`config.mk`:
```
export PLATFORM = sky130hd
export DESIGN_NAME = i2s_rx_flat
export DESIGN_NICKNAME = d
export VERILOG_FILES = /design/src/rtl/i2s_pkg.sv /design/src/rtl/i2s_rx_if.sv /design/src/rtl/i2s_sync_edge.sv /design/src/rtl/i2s_rx.sv /design/src/flat_wrapper.sv
export SDC_FILE = /design/constraint.sdc
export NUM_CORES = 1
export LEC_CHECK = 0
export ABC_AREA = 1
export BUFFER_PORTS_ARGS = -buffer_cell sky130_fd_sc_hd__clkbuf_2
export CAP_MARGIN = 10
export CORE_AREA = 8 8 125 127
export DETAILED_ROUTE_END_ITERATION = 7
export DIE_AREA = 0 0 133 135
export GPL_ROUTABILITY_DRIVEN = 0
export SYNTH_ARGS = -nofsm -noshare
export SYNTH_HDL_FRONTEND = slang
export SYNTH_SLANG_ARGS = --single-unit
```
`constraint.sdc`:
```
create_clock -name clk_i -period 5.6 [get_ports clk_i]
set_clock_uncertainty 0.1 [all_clocks]
set_input_delay 0.28 -clock clk_i [delete_from_list [all_inputs] [get_ports clk_i]]
set_output_delay 0.28 -clock clk_i [all_outputs]
set_load 0.005 [all_outputs]
```
`src/rtl/i2s_pkg.sv`:
```
// Shared types for the I2S receive path.
// FSM states, channel select and synchroniser depth.
package i2s_pkg;

    typedef enum logic [1:0] {
        IDLE,
        DELAY,
        SHIFT,
        PAD
    } state_t;

    typedef enum logic {
        CH_LEFT  = 1'b0,
        CH_RIGHT = 1'b1
    } chan_t;

    localparam int SYNC_STAGES = 2;

endpackage

```
`src/rtl/i2s_rx_if.sv`:
```
// Sample-pair handshake bundle between i2s_rx and its consumer.
// frame_err_o exists only when I2S_RX_FRAME_ERR_EN is defined.
interface i2s_rx_if #(
    parameter int width_p = 24
);
    logic [width_p-1:0] left_o;
    logic [width_p-1:0] right_o;
    logic               valid_o;
    logic               ready_i;
    logic               overflow_o;
    logic               clr_ovf_i;
`ifdef I2S_RX_FRAME_ERR_EN
    logic               frame_err_o;
`endif

    modport master (
        input  ready_i,
        input  clr_ovf_i,
`ifdef I2S_RX_FRAME_ERR_EN
        output frame_err_o,
`endif
        output left_o,
        output right_o,
        output valid_o,
        output overflow_o
    );

    modport slave (
        output ready_i,
        output clr_ovf_i,
`ifdef I2S_RX_FRAME_ERR_EN
        input  frame_err_o,
`endif
        input  left_o,
        input  right_o,
        input  valid_o,
        input  overflow_o
    );

endinterface

```
`src/rtl/i2s_sync_edge.sv`:
```
// Synchroniser for an edge source plus companion data bits.
// All bits share one depth so they stay aligned; rise_o strobes edge rises.
module i2s_sync_edge
    import i2s_pkg::*;
#(
    parameter int W = 1
) (
    input  logic         clk_i,
    input  logic         rst_i,
    input  logic         edge_i,
    input  logic [W-1:0] d_i,
    output logic [W-1:0] q_o,
    output logic         rise_o
);

    logic [SYNC_STAGES-1:0][W:0] stg;
    logic                        prev;

    always_ff @(posedge clk_i or negedge rst_i) begin
        if (!rst_i) begin
            stg  <= '0;
            prev <= 1'b0;
        end else begin
            stg  <= {stg[SYNC_STAGES-2:0], {d_i, edge_i}};
            prev <= stg[SYNC_STAGES-1][0];
        end
    end

    assign q_o    = stg[SYNC_STAGES-1][W:1];
    assign rise_o = stg[SYNC_STAGES-1][0] & ~prev;

endmodule

```
`src/rtl/i2s_rx.sv`:
```
// I2S slave receiver: 24-bit left/right pairs over a valid/ready bus.
// I2S_RX_FRAME_ERR_EN: short words flag frame_err_o and realign.
module i2s_rx
    import i2s_pkg::*;
#(
    parameter int width_p     = 24,
    parameter int slot_bits_p = 32
) (
    input  logic      clk_i,
    input  logic      rst_i,
    input  logic      bclk_i,
    input  logic      lrclk_i,
    input  logic      sdata_i,
    input  logic      en_i,
    i2s_rx_if.master  bus
);

    localparam int CW = $clog2(slot_bits_p + 1);

    logic [1:0]         sync_q;
    logic               strobe;
    logic               lr_s;
    logic               sd_s;

    state_t             state;
    chan_t              ch;
    logic               lr_prev;
    logic [CW-1:0]      cnt;
    logic [CW-1:0]      cnt_inc;
    logic [width_p-1:0] shreg;
    logic [width_p-1:0] stage_l;
    logic [width_p-1:0] full_w;
    logic [width_p-1:0] word;
    logic               lr_chg;
    logic               lat;
    logic               pair_done;
    logic               accept;
    logic               load;
    logic               ovf_set;
`ifdef I2S_RX_FRAME_ERR_EN
    logic               fe_set;
`else
    logic [width_p-1:0] short_w;
`endif

    i2s_sync_edge #(.W(2)) u_sync (
        .clk_i  (clk_i),
        .rst_i  (rst_i),
        .edge_i (bclk_i),
        .d_i    ({sdata_i, lrclk_i}),
        .q_o    (sync_q),
        .rise_o (strobe)
    );

    assign lr_s    = sync_q[0];
    assign sd_s    = sync_q[1];
    assign lr_chg  = lr_s != lr_prev;
    assign full_w  = {shreg[width_p-2:0], sd_s};
    assign cnt_inc = (cnt == CW'(slot_bits_p)) ? cnt : cnt + CW'(1);
`ifndef I2S_RX_FRAME_ERR_EN
    // missing LSBs of a short word come in as zeros
    assign short_w = shreg << (CW'(width_p) - cnt);
`endif

    always_comb begin
        lat  = 1'b0;
        word = full_w;
`ifdef I2S_RX_FRAME_ERR_EN
        fe_set = 1'b0;
`endif
        if (strobe && en_i && state == SHIFT) begin
            if (lr_chg) begin
`ifdef I2S_RX_FRAME_ERR_EN
                fe_set = 1'b1;
`else
                lat  = 1'b1;
                word = short_w;
`endif
            end else if (cnt == CW'(width_p - 1)) begin
                lat = 1'b1;
            end
        end
    end

    assign pair_done = lat && ch == CH_RIGHT;
    assign accept    = bus.valid_o && bus.ready_i;
    assign load      = pair_done && (!bus.valid_o || bus.ready_i);
    assign ovf_set   = pair_done && bus.valid_o && !bus.ready_i;

    always_ff @(posedge clk_i or negedge rst_i) begin
        if (!rst_i) begin
            state          <= IDLE;
            ch             <= CH_LEFT;
            lr_prev        <= 1'b0;
            cnt            <= '0;
            shreg          <= '0;
            stage_l        <= '0;
            bus.left_o     <= '0;
            bus.right_o    <= '0;
            bus.valid_o    <= 1'b0;
            bus.overflow_o <= 1'b0;
`ifdef I2S_RX_FRAME_ERR_EN
            bus.frame_err_o <= 1'b0;
`endif
        end else begin
            if (strobe) lr_prev <= lr_s;
            if (!en_i) begin
                state <= IDLE;
            end else if (strobe) begin
                unique case (state)
                    IDLE: if (lr_prev && !lr_s) begin
                        state <= DELAY;
                        ch    <= CH_LEFT;
                        cnt   <= '0;
                    end
                    DELAY: begin
                        shreg <= full_w;
                        cnt   <= CW'(1);
                        state <= SHIFT;
                    end
                    SHIFT: if (lr_chg) begin
`ifdef I2S_RX_FRAME_ERR_EN
                        state <= IDLE;
`else
                        state <= DELAY;
                        ch    <= chan_t'(lr_s);
                        cnt   <= '0;
`endif
                    end else begin
                        shreg <= full_w;
                        cnt   <= cnt_inc;
                        if (lat) state <= PAD;
                    end
                    PAD: if (lr_chg) begin
                        state <= DELAY;
                        ch    <= chan_t'(lr_s);
                        cnt   <= '0;
                    end else begin
                        cnt <= cnt_inc;
                    end
                endcase
            end
            if (lat && ch == CH_LEFT) stage_l <= word;
            if (load) begin
                bus.left_o  <= stage_l;
                bus.right_o <= word;
                bus.valid_o <= 1'b1;
            end else if (accept) begin
                bus.valid_o <= 1'b0;
            end
            bus.overflow_o <= ovf_set | (bus.overflow_o & ~bus.clr_ovf_i);
`ifdef I2S_RX_FRAME_ERR_EN
            bus.frame_err_o <= fe_set | (bus.frame_err_o & ~bus.clr_ovf_i);
`endif
        end
    end

endmodule

```
`src/flat_wrapper.sv`:
```
// flat-port wrapper written by rule: the top's interface ports become plain ports
module i2s_rx_flat import i2s_pkg::*;
#(
    parameter int width_p     = 24,
    parameter int slot_bits_p = 32
)
  (clk_i, rst_i, bclk_i, lrclk_i, sdata_i, en_i, bus_ready_i, bus_clr_ovf_i, bus_left_o, bus_right_o, bus_valid_o, bus_overflow_o);
  i2s_rx_if #(.width_p(width_p)) bus_i ();
  input  logic clk_i;
  input  logic rst_i;
  input  logic bclk_i;
  input  logic lrclk_i;
  input  logic sdata_i;
  input  logic en_i;
  input wire logic [$bits(bus_i.ready_i)-1:0] bus_ready_i;
  input wire logic [$bits(bus_i.clr_ovf_i)-1:0] bus_clr_ovf_i;
  output wire logic [$bits(bus_i.left_o)-1:0] bus_left_o;
  output wire logic [$bits(bus_i.right_o)-1:0] bus_right_o;
  output wire logic [$bits(bus_i.valid_o)-1:0] bus_valid_o;
  output wire logic [$bits(bus_i.overflow_o)-1:0] bus_overflow_o;
  assign bus_i.ready_i = bus_ready_i;
  assign bus_i.clr_ovf_i = bus_clr_ovf_i;
  assign bus_left_o = bus_i.left_o;
  assign bus_right_o = bus_i.right_o;
  assign bus_valid_o = bus_i.valid_o;
  assign bus_overflow_o = bus_i.overflow_o;
  i2s_rx #(.width_p(width_p), .slot_bits_p(slot_bits_p)) u_core (.clk_i(clk_i), .rst_i(rst_i), .bclk_i(bclk_i), .lrclk_i(lrclk_i), .sdata_i(sdata_i), .en_i(en_i), .bus(bus_i));
endmodule
```
==> impl_metrics.tcl <==
set metrics [dict create \
    via_count 5437 \
    maxSlewHeadroom_pct 31.32 \
    viasPerCell 5.198 \
    area_growth_pct 16.33 \
    worst_ep_arrival_time_ns 4.34 \
    worstSetupEndpointType "flip-flop" \
    worst_pin_slew_ns 1.030 \
    final_util_pct 51.22 \
    fin_crit_sh_pct 72.78 \
    ant_nets 0 \
    outcome "complete, no violations" \
    clkLatencyLatePin_ns 0.43 \
    power_density_nw_per_um2 429.0 \
    rsz0062_at_grt "false" \
    seq_area_sq_um 2878 \
    regToRegSetupSlack_ns 1.52 \
    coreArea_sq_um 13610 \
    worst_setup_path_start_kind "flip-flop" \
    ys_seq_area_share_pct 48.02 \
    setup.worst_path.class "reg -> reg" \
    crit_path_top_delay_cell "ha_1" \
    drc_errors 0 \
    cts.reportedPaths.clkPinSlew_ns 0.05 \
    cts_buffers 17 \
    cp_top_family "adder cells" \
    io_buffers 57 \
    postSynthAreaPerCell_sq_um 7.427 \
    die_h_um 135 \
    antenna_found_initial 0 \
    syn-instance-count 807 \
    ios 58 \
    post_cts_resize_count 0 \
    crit_top_cell "nand2_1" \
    syn-num-nets 822 \
    ys_warn_count 0 \
    hpwl_mm 11.11 \
    finalSetupTns_ns 0 \
    grt_usage_pct 18.08 \
    fillers 1321 \
    ys_types 32 \
    ctsHoldBuffers 6 \
    report.final.slew_viol_count 0 \
    post-cts-setup-buffer-count 0 \
    grt_first_pass_wirelength_mm 26.19 \
    cp.depth 10 \
    cts_root_buf "clkbuf_16" \
    min_period_ns 4.076 \
    fmaxAchievable_ghz 0.2453 \
    rows 43 \
    overflow 0 \
    initialDrtViolationCount 511 \
    finalHoldViolations 0 \
    cp_cell_sequence "inv_4, ha_1, inv_1, nand3_1, nand3_1, nand2_1, nand2_1, o22ai_1, nand2_1, nand2_1" \
    initial_core_util_pct 44.03 \
    clockBufferDepth 2 \
    crit_required_ns 5.86 \
    multi_input_area_sq_um 2735 \
    routed_wl_mm 15.65 \
    die_x_um 133 \
    grt_max_degree 71 \
    reg2regPathDepth 10 \
    wl_per_cell_um 14.96 \
    setup_viol 0 \
    worst-path-max-fanout 27 \
    clkSinkCount 115 \
    drv_cap 0 \
    final_layout_size_suffix_gt1_share_pct 13.51 \
    hp-class "in -> reg" \
    first_global_vias 5141 \
    ys_ff_latch 115 \
    nNetsFinal 868 \
    drtPass1Iterations 6 \
    leakage_uw 0.003751 \
    netlist_area_sq_um 5993 \
    htreeDepth 4 \
    antenna_cells 0 \
    ir_worst_vdd_mv 0.2146 \
    cp.buffers_inverters 2 \
    min_path_cells 4 \
    max_stage_delay_ns 0.95 \
    cts_tree "built" \
    die_area_sq_um 17960 \
]
==> synth_stat cells <==
cell type	instances	share of area (%)
o22ai_1	8	0.84
inv_2	6	0.38
inv_4	1	0.10
buf_2	13	1.1
nand4_2	1	0.21
o21ai_2	1	0.15
o211ai_1	2	0.25
nor3_1	5	0.42
xor2_2	1	0.27
nand4_1	2	0.21
buf_4	10	1.3
nand3_4	1	0.29
nand3_2	2	0.33
and2_1	1	0.10
dfrtp_1	115	48
mux2_2	8	1.5
nand2_2	2	0.21
o31ai_1	1	0.13
xor2_1	1	0.15
nand3_1	113	9.4
inv_1	40	2.5
nor2_4	1	0.19
nor3_4	1	0.27
ha_1	7	1.5
clkinv_2	1	0.083
clkbuf_1	15	0.94
a21oi_1	17	1.4
nor3b_1	2	0.25
o21ai_0	25	2.1
nor2_1	23	1.4
o21ai_1	8	0.67
nand2_1	373	23
==> routing by layer <==
layer	up-vias	track usage [%]	share of wire [%]
met5	-	0	0
met4	0	7.697	2.0
met3	25	4.718	8.1
met2	205	26.66	43
met1	2535	24.53	47
li1	2672	-	-
==> metrics by stage <==
| stage | setup slack, ns | hold slack, ns | cells | total power (uW) | cell area [sq um] |
|---|---|---|---|---|---|
| finish | 1.524 | 0.09782 | 1046 | 2991 | 6972 |
| global route | 1.194 | 0.1499 | 1046 | 3168 | 6972 |
| CTS | 1.659 | 0.09333 | 1046 | 2982 | 6972 |
| detailed placement | 1.683 | 0.2172 | 1008 | 1906 | 6325 |
| global placement | 1.643 | 0.2159 | 1008 | 1908 | 6325 |
| floorplan | 3.359 | -0.1156 | 807 | 1701 | 5993 |
==> report_power, final <==
group,internal (uW),switching [uW]
Sequential,909,98.9
Clock,674,390
Combinational,275,644
==> placed cells by master (no fill, tap or decap), drive strengths merged, types with 3 or more instances in the layout <==
cell	instances
clkinvlp	3
mux2	8
clkbuf	75
nand2	375
dlygate4sd3	6
o22ai	8
inv	48
nand3	116
nor2	24
buf	3
dfrtp	115
nor3	6
ha	7
o21ai	34
a21oi	17
nand4	3
clkinv	8
==> state kept, by name, indices dropped and copies added (netlist names) <==
signal and cells:
u_core.bus.left_o 24, u_core.bus.right_o 24, u_core.shreg 24, u_core.stage_l 24, u_core.cnt 6, u_core.u_sync.stg 4, u_core.state 2, u_core.u_sync.q_o 2
u_core.bus.overflow_o 1, u_core.bus.valid_o 1, u_core.ch 1, u_core.lr_prev 1, u_core.u_sync.prev 1
==> final timing paths <==
kind	from	to
max	u_core.cnt[0]	u_core.bus.right_o[7]
min	bus_ready_i	u_core.bus.valid_o
max reg2reg	u_core.cnt[0]	u_core.bus.right_o[7]
min reg2reg	u_core.u_sync.stg[1]	u_core.u_sync.q_o[0]
max in group asynchronous	rst_i	u_core.shreg[3]
min in group asynchronous	rst_i	u_core.bus.valid_o
==> worst reg2reg max path, delay by kind of cell (launching register included) <==
family / cells / cell delay, ns
AO/OA/AOI/OAI: 1 / 0.38
adder cells (fa/ha/maj): 1 / 0.95
buffers and inverters: 2 / 0.90
flip-flops: 1 / 0.93
AND/OR/NAND/NOR: 6 / 0.75
==> cell type report <==
class                   instances  share of cell area [%]
flip-flops and latches        115                   41.28
multi-input cells             606                   39.23
clock buffers                  19                   6.497
repair buffers                 65                   5.205
well taps                     180                   3.230
inverters                      48                   2.638
clock inverters                13                   1.920
==> cells by family after synthesis <==
family	after synthesis	share of synthesized area [%]
buf+inv	86	6.346
compound gates	62	5.532
flops	115	48.02
mux	8	1.503
fa+ha+maj	7	1.461
simple gates	527	36.72
xor+xnor	2	0.4176
Power figures use the tool's default switching activity.
